==> config.mk <==
export PLATFORM = sky130hd
export DESIGN_NAME = fpu_norm_pipe
export DESIGN_NICKNAME = d
export VERILOG_FILES = /design/src/rtl/fpu_pkg.sv /design/src/rtl/fpu_lzc.sv /design/src/rtl/fpu_norm_pipe.sv
export SDC_FILE = /design/constraint.sdc
export NUM_CORES = 1
export LEC_CHECK = 0
export ABC_CLOCK_PERIOD_IN_PS = 4850
export CAP_MARGIN = 20
export CORE_UTILIZATION = 55
export CTS_CLUSTER_SIZE = 28
export DETAILED_ROUTE_END_ITERATION = 12
export HOLD_SLACK_MARGIN = 0.12
export PLACE_DENSITY = 0.79
export SYNTH_ARGS = -nofsm -noshare
export SYNTH_HDL_FRONTEND = slang
export SYNTH_SLANG_ARGS = --single-unit
==> constraint.sdc <==
create_clock -name clk_i -period 4.85 [get_ports clk_i]
set_input_delay 0.97 -clock clk_i [delete_from_list [all_inputs] [get_ports clk_i]]
set_output_delay 0.97 -clock clk_i [all_outputs]
set_load 0.1 [all_outputs]
==> src/rtl/fpu_pkg.sv <==
// Shared types and helpers for the FPU normaliser.
// Holds default widths, the flag bundle and the exponent ceiling.
package fpu_pkg;

  localparam int EXP_W_DEF = 8;
  localparam int MAN_W_DEF = 25;

  typedef struct packed {
    logic zero;
    logic underflow;
    logic overflow;
  } fpu_norm_flags_t;

  // All-ones exponent, i.e. the infinity/NaN code.
  function automatic int unsigned exp_max(
    input int unsigned w
  );
    return (32'd1 << w) - 32'd1;
  endfunction

endpackage

==> src/rtl/fpu_lzc.sv <==
// Combinational leading-zero counter.
// Ports: in (W bits), cnt (zeros above first 1, W if none), all_zero.
module fpu_lzc #(
  parameter int W    = 24,
  localparam int CW  = $clog2(W + 1)
) (
  input  logic [W-1:0]  in,
  output logic [CW-1:0] cnt,
  output logic          all_zero
);

  // Scan upward so the highest set bit wins.
  always_comb begin
    cnt = CW'(W);
    for (int i = 0; i < W; i++) begin
      if (in[i]) cnt = CW'(W - 1 - i);
    end
  end

  assign all_zero = ~|in;

endmodule

==> src/rtl/fpu_norm_pipe.sv <==
// Two-stage normaliser between mantissa adder and rounder.
// Ports: valid/ready in (in_e_i, in_m_i), valid/ready out
// (out_e_o, out_m_o, zero_o, underflow_o, overflow_o).
module fpu_norm_pipe
  import fpu_pkg::*;
#(
  parameter int  EXP_W = EXP_W_DEF,
  parameter int  MAN_W = MAN_W_DEF,
  localparam int LZC_W = $clog2(MAN_W)
) (
  input  logic             clk_i,
  input  logic             rst_ni,
  input  logic             valid_i,
  output logic             ready_o,
  input  logic [EXP_W-1:0] in_e_i,
  input  logic [MAN_W-1:0] in_m_i,
  output logic             valid_o,
  input  logic             ready_i,
  output logic [EXP_W-1:0] out_e_o,
  output logic [MAN_W-1:0] out_m_o,
  output logic             zero_o,
  output logic             underflow_o,
  output logic             overflow_o
);

  localparam int XW = EXP_W + 2;
  localparam logic [XW-1:0] EMAX = XW'(exp_max(EXP_W));

  logic             s1_v;
  logic             s2_v;
  logic [EXP_W-1:0] s1_e;
  logic [MAN_W-1:0] s1_m;
  logic             s1_c;
  logic             s1_z;
  logic [LZC_W-1:0] s1_lz;
  fpu_norm_flags_t  s2_f;

  logic             s1_en;
  logic             s2_en;
  logic [LZC_W-1:0] lz;
  logic             frac_zero;

  fpu_lzc #(.W(MAN_W - 1)) u_lzc (
    .in       (in_m_i[MAN_W-2:0]),
    .cnt      (lz),
    .all_zero (frac_zero)
  );

  assign s2_en   = !s2_v || ready_i;
  assign s1_en   = !s1_v || s2_en;
  assign ready_o = s1_en;
  assign valid_o = s2_v;

  assign zero_o      = s2_f.zero;
  assign underflow_o = s2_f.underflow;
  assign overflow_o  = s2_f.overflow;

  logic [XW-1:0]    e_x;
  logic [XW-1:0]    e_inc;
  logic [XW-1:0]    lz_x;
  logic [LZC_W-1:0] dn_sh;
  logic [EXP_W-1:0] n_e;
  logic [MAN_W-1:0] n_m;
  fpu_norm_flags_t  n_f;

  always_comb begin
    e_x   = XW'(s1_e);
    e_inc = e_x + XW'(1);
    lz_x  = XW'(s1_lz);
    // Denormal: shift only as far as exponent 1 allows.
    dn_sh = (e_x == '0) ? '0 : LZC_W'(e_x - XW'(1));
    n_e   = s1_e;
    n_m   = s1_m;
    n_f   = '0;
    if (s1_z) begin
      n_e      = '0;
      n_m      = '0;
      n_f.zero = 1'b1;
    end else if (s1_c) begin
      if (e_inc >= EMAX) begin
        n_e          = '1;
        n_m          = '0;
        n_f.overflow = 1'b1;
      end else begin
        n_e = e_inc[EXP_W-1:0];
        // Dropped LSB is folded into sticky.
        n_m = {1'b0, s1_m[MAN_W-1:2], s1_m[1] | s1_m[0]};
      end
    end else if (s1_lz == '0) begin
      n_e = s1_e;
    end else if (e_x > lz_x) begin
      n_e = EXP_W'(e_x - lz_x);
      n_m = s1_m << s1_lz;
    end else begin
      n_e           = '0;
      n_m           = s1_m << dn_sh;
      n_f.underflow = 1'b1;
    end
  end

  always_ff @(posedge clk_i) begin
    if (!rst_ni) begin
      s1_v    <= 1'b0;
      s2_v    <= 1'b0;
      s1_e    <= '0;
      s1_m    <= '0;
      s1_c    <= 1'b0;
      s1_z    <= 1'b0;
      s1_lz   <= '0;
      out_e_o <= '0;
      out_m_o <= '0;
      s2_f    <= '0;
    end else begin
      if (s1_en) begin
        s1_v <= valid_i;
        if (valid_i) begin
          s1_e  <= in_e_i;
          s1_m  <= in_m_i;
          s1_c  <= in_m_i[MAN_W-1];
          s1_z  <= frac_zero & ~in_m_i[MAN_W-1];
          s1_lz <= lz;
        end
      end
      if (s2_en) begin
        s2_v <= s1_v;
        if (s1_v) begin
          out_e_o <= n_e;
          out_m_o <= n_m;
          s2_f    <= n_f;
        end
      end
    end
  end

endmodule

==> results.json <==
{
  "clock_power_share_pct": 23.8,
  "gr-total-overflow": 0,
  "synth_flop_cell": "sky130_fd_sc_hd__dfxtp_1",
  "cp-start-kind": "flop",
  "cts_hold_buf": 0,
  "cp_data_arrival_time_ns": 4.66,
  "setup_total_negative_slack_ns": 0,
  "finClkSkew_ns": 0.0158,
  "netSwitchingFraction_pct": 45.8,
  "status": "complete, no violations",
  "clk_path_buf_depth": 2,
  "die_height_um": 106,
  "final_hold_viol_count": 0,
  "synth-compound-area-share_pct": 33.1,
  "wl_per_cell_um": 22.3,
  "slowest_stage": "sky130_fd_sc_hd__nor4_1",
  "clock_sink_count": 77,
  "synth_simple_gate_area_share_pct": 26.9,
  "num_antenna_cells": 0,
  "chipWidth_um": 106,
  "fin_total_pwr_mw": 2.11,
  "seqPwrFrac_pct": 34.0,
  "drcViolationCount": 0,
  "rsz0062_at_grt": "no",
  "dp_wirelength_mm": 16.4,
  "drt_wl_total_mm": 22.9,
  "grt.busiest_layer": "met2",
  "ioPinCount": 75,
  "route.detailed.vias_per_inst": 6.97,
  "dp.cells": 1011,
  "synth-async-reset-ratio_pct": 0,
  "cellInternalPower_mw": 1.14,
  "clk_pin_slew_worst_paths_ns": 0.10,
  "starting_utilization_of_the_core_area_pct": 57.2,
  "ctsRootBufferMaster": "sky130_fd_sc_hd__clkbuf_8",
  "postCtsResizedCells": 0,
  "rows": 37,
  "port_buffers": 74,
  "globalRouteMet3Util_pct": 11.7,
  "maxSlewHeadroom_pct": 33.6,
  "wire_length_of_the_first_global_routing_pass_mm": 35.8,
  "cts_inserted_buffers": 9,
  "areaGrowthSynthToFinish_pct": 16.8,
  "leakage_nw": 2.46,
  "fp.coreArea_um2": 10400,
  "cts_htree_levels": 3,
  "yosys-mux-area-fraction_pct": 4.30,
  "tritoncts": "built",
  "synth_xor_xnor_area_share_pct": 0.881,
  "edff_count_synth": 0,
  "net-switching-power_uw": 964,
  "tightest_slew_ns": 0.993,
  "achievable-frequency_mhz": 230,
  "setup_viol": 0,
  "clkLatencyLatePin_ns": 0.40,
  "critical_path_required_ns": 5.16,
  "grtUsageMet2_pct": 62.5,
  "worstPathCellList": "inv_1 -> ha_1 -> inv_1 -> fa_1 -> a21o_1 -> a211o_1 -> nand2_1 -> mux2i_2 -> buf_4 -> nor3_1 -> nor4_1 -> o211ai_1 -> a211oi_1",
  "critical_path.max_fanout": 28,
  "grt_pass1_vias": 6661,
  "combPwrFrac_pct": 42.3,
  "synthesis.yosys.warnings": 0,
  "largest_family_of_logic_cells_by_synthesized_area": "compound AO/OA/AOI/OAI gates",
  "final_cycle_utilization_of_the_critical_path_pct": 89.7,
  "final_max_slew_viol_count": 0,
  "final_antenna_net_count": 0,
  "ratio_of_cells_with_drive_above_1_in_the_final_layout_pct": 6.96,
  "netlist-cell-type-count": 72,
  "global_route.usage.total_pct": 41.3,
  "dieArea_um2": 11300,
  "num_vias": 7156,
  "synth-seq-area-share_pct": 25.9,
  "kind_of_capture_point_of_the_worst_setup_path": "flop",
  "hold_class": "reg -> reg",
  "met1_usage_pct": 54.0,
  "p_per_area_nw_per_um2": 303,
  "max_stage_delay_ns": 0.57,
  "irDropWorstVdd_mv": 0.224,
  "post_cts.repair.setup_buffers": 0,
  "nNetsFinal": 933,
  "postSynthCellCount": 845,
  "gp_congestion": 0.965,
  "worst-setup-path-type": "reg -> reg",
  "initialDrtViolationCount": 946,
  "synth_seq_cells": 77,
  "yosys.area_share.adder_pct": 2.22,
  "grt_antenna_before_repair": 0,
  "detailedRoute.firstPassIterationCount": 6,
  "synth_area_um2": 5960,
  "post_synth.cell_area_avg_um2": 7.06,
  "drv.max_cap_violation_count": 0,
  "finalNonFillerCells": 1027,
  "min_period_ns": 4.35,
  "largest_net_degree_at_the_start_of_global_routing": 46,
  "postSynthNetCount": 892,
  "critical_path.most_common_cell": "sky130_fd_sc_hd__inv_1"
}
## power groups by stage
stage / Sequential, mW / Clock [mW] / Combinational (mW)
3_3_place_gp: 0.725 / 0 / 0.848
2_1_floorplan: 0.792 / 0 / 0.527
3_5_place_dp: 0.727 / 0 / 0.855
4_1_cts: 0.712 / 0.500 / 0.860
5_1_grt: 0.719 / 0.530 / 0.941
6_report: 0.716 / 0.501 / 0.890
## worst paths after layout
kind                            slack (ns)               startpoint  cells after the start                        to
worst min-delay path                  0.46  out_e_o[4]$_SDFFE_PN0P_                      2   out_e_o[4]$_SDFFE_PN0P_
worst max-delay path                  0.50     s1_e[0]$_SDFFE_PN0P_                     13  out_m_o[20]$_SDFFE_PN0P_
worst min register to register        0.46  out_e_o[4]$_SDFFE_PN0P_                      2   out_e_o[4]$_SDFFE_PN0P_
worst max register to register        0.50     s1_e[0]$_SDFFE_PN0P_                     13  out_m_o[20]$_SDFFE_PN0P_
## cells by family (layout without fill, tap and decap cells)
group | Yosys count | after routing
AOI/OAI and AO/OA | 295 | 295
xor gates and xnor gates | 6 | 6
adders and majority gates | 10 | 10
buffers and inverters | 96 | 142
DFF | 77 | 77
muxes | 22 | 22
and+or+nand+nor | 339 | 339
## routing by layer
layer / part of all wire (%) / up-vias
li1: - / 3215
met1: 39 / 3304
met2: 43 / 538
met3: 13 / 99
met4: 4.5 / 0
met5: 0 / -
## synthesized netlist by cell type, types with 6 or more instances
library cell / count / share of area, %
sky130_fd_sc_hd__a211oi_1: 12 / 1.5
sky130_fd_sc_hd__a21oi_1: 91 / 7.6
sky130_fd_sc_hd__a221oi_1: 16 / 2.4
sky130_fd_sc_hd__a22oi_1: 9 / 1.1
sky130_fd_sc_hd__a31oi_1: 7 / 0.73
sky130_fd_sc_hd__a32oi_1: 7 / 1.0
sky130_fd_sc_hd__and2_1: 13 / 1.4
sky130_fd_sc_hd__and3_1: 8 / 0.84
sky130_fd_sc_hd__buf_1: 7 / 0.44
sky130_fd_sc_hd__buf_2: 9 / 0.76
sky130_fd_sc_hd__clkbuf_1: 50 / 3.1
sky130_fd_sc_hd__dfxtp_1: 77 / 26
sky130_fd_sc_hd__ha_1: 9 / 1.9
sky130_fd_sc_hd__inv_1: 25 / 1.6
sky130_fd_sc_hd__mux2i_1: 16 / 2.7
sky130_fd_sc_hd__nand2_1: 153 / 9.6
sky130_fd_sc_hd__nand2b_1: 6 / 0.63
sky130_fd_sc_hd__nand3_1: 24 / 2.0
sky130_fd_sc_hd__nor2_1: 56 / 3.5
sky130_fd_sc_hd__nor2b_1: 14 / 1.5
sky130_fd_sc_hd__nor3_1: 23 / 1.9
sky130_fd_sc_hd__nor4_1: 9 / 0.94
sky130_fd_sc_hd__o2111ai_1: 18 / 2.6
sky130_fd_sc_hd__o211ai_1: 27 / 3.4
sky130_fd_sc_hd__o21ai_0: 44 / 3.7
sky130_fd_sc_hd__o221ai_1: 6 / 0.88
sky130_fd_sc_hd__o31ai_1: 11 / 1.4
sky130_fd_sc_hd__or4_1: 9 / 1.1
## metrics by stage
stage	util, %	setup WS, ns	hold slack [ns]	cell area [µm²]
2_1_floorplan	-	1.33	0.449	5960
3_3_place_gp	65.1	0.739	0.439	6780
3_5_place_dp	65.1	0.610	0.446	6780
4_1_cts	66.8	0.555	0.461	6960
5_1_grt	66.8	0.181	0.489	6960
6_report	66.8	0.499	0.458	6960
## sequential cells by signal (all words and copies together) (netlist names)
register / count
s1_e: 8
out_m_o: 25
underflow_o: 1
out_e_o: 8
s1_z: 1
zero_o: 1
s1_lz: 5
overflow_o: 1
s1_m: 25
s1_v: 1
valid_o: 1
## layout by cell type, fill, tap and decap left out, types with 4 or more instances in the layout
cell type                         count
sky130_fd_sc_hd__a2111oi_0            4
sky130_fd_sc_hd__nand2_1            153
sky130_fd_sc_hd__nand3_1             24
sky130_fd_sc_hd__inv_6                4
sky130_fd_sc_hd__a22oi_1              9
sky130_fd_sc_hd__nand4_1              5
sky130_fd_sc_hd__nor2b_1             14
sky130_fd_sc_hd__a211oi_1            12
sky130_fd_sc_hd__o31ai_1             11
sky130_fd_sc_hd__a31oi_1              7
sky130_fd_sc_hd__a21o_1               4
sky130_fd_sc_hd__xnor2_1              4
sky130_fd_sc_hd__a21oi_1             91
sky130_fd_sc_hd__nor3_1              22
sky130_fd_sc_hd__inv_1               25
sky130_fd_sc_hd__a32oi_1              7
sky130_fd_sc_hd__mux2i_1             16
sky130_fd_sc_hd__or3_1                4
sky130_fd_sc_hd__o21ai_0             44
sky130_fd_sc_hd__and3_1               8
sky130_fd_sc_hd__nor4_1               8
sky130_fd_sc_hd__dfxtp_1             77
sky130_fd_sc_hd__o211ai_1            27
sky130_fd_sc_hd__o2111ai_1           18
sky130_fd_sc_hd__buf_4               28
sky130_fd_sc_hd__clkbuf_8             9
sky130_fd_sc_hd__nand2b_1             6
sky130_fd_sc_hd__and2_1              13
sky130_fd_sc_hd__clkdlybuf4s50_1     73
sky130_fd_sc_hd__o22ai_1              5
sky130_fd_sc_hd__nor2_1              56
sky130_fd_sc_hd__o221ai_1             6
sky130_fd_sc_hd__or4_1                9
sky130_fd_sc_hd__a221oi_1            16
sky130_fd_sc_hd__ha_1                 9
## cell type report
type / instances / area [µm²]
multi-input cells: 672 / 4030
clock buffers: 9 / 124
flip-flops and latches: 77 / 1540
fillers: 935 / 3450
well taps: 136 / 170
inverters: 25 / 93.8
clock inverters: 7 / 61.3
repair buffers: 101 / 941
## critical path: cells and delay by family (launching register included)
family / cells / cell delay (ns)
buf+inv: 3 / 0.62
flops: 1 / 0.44
fa+ha+maj: 2 / 0.60
mux: 1 / 0.26
simple gates: 3 / 1.10
compound gates: 4 / 1.23
Power figures use the tool's default switching activity.
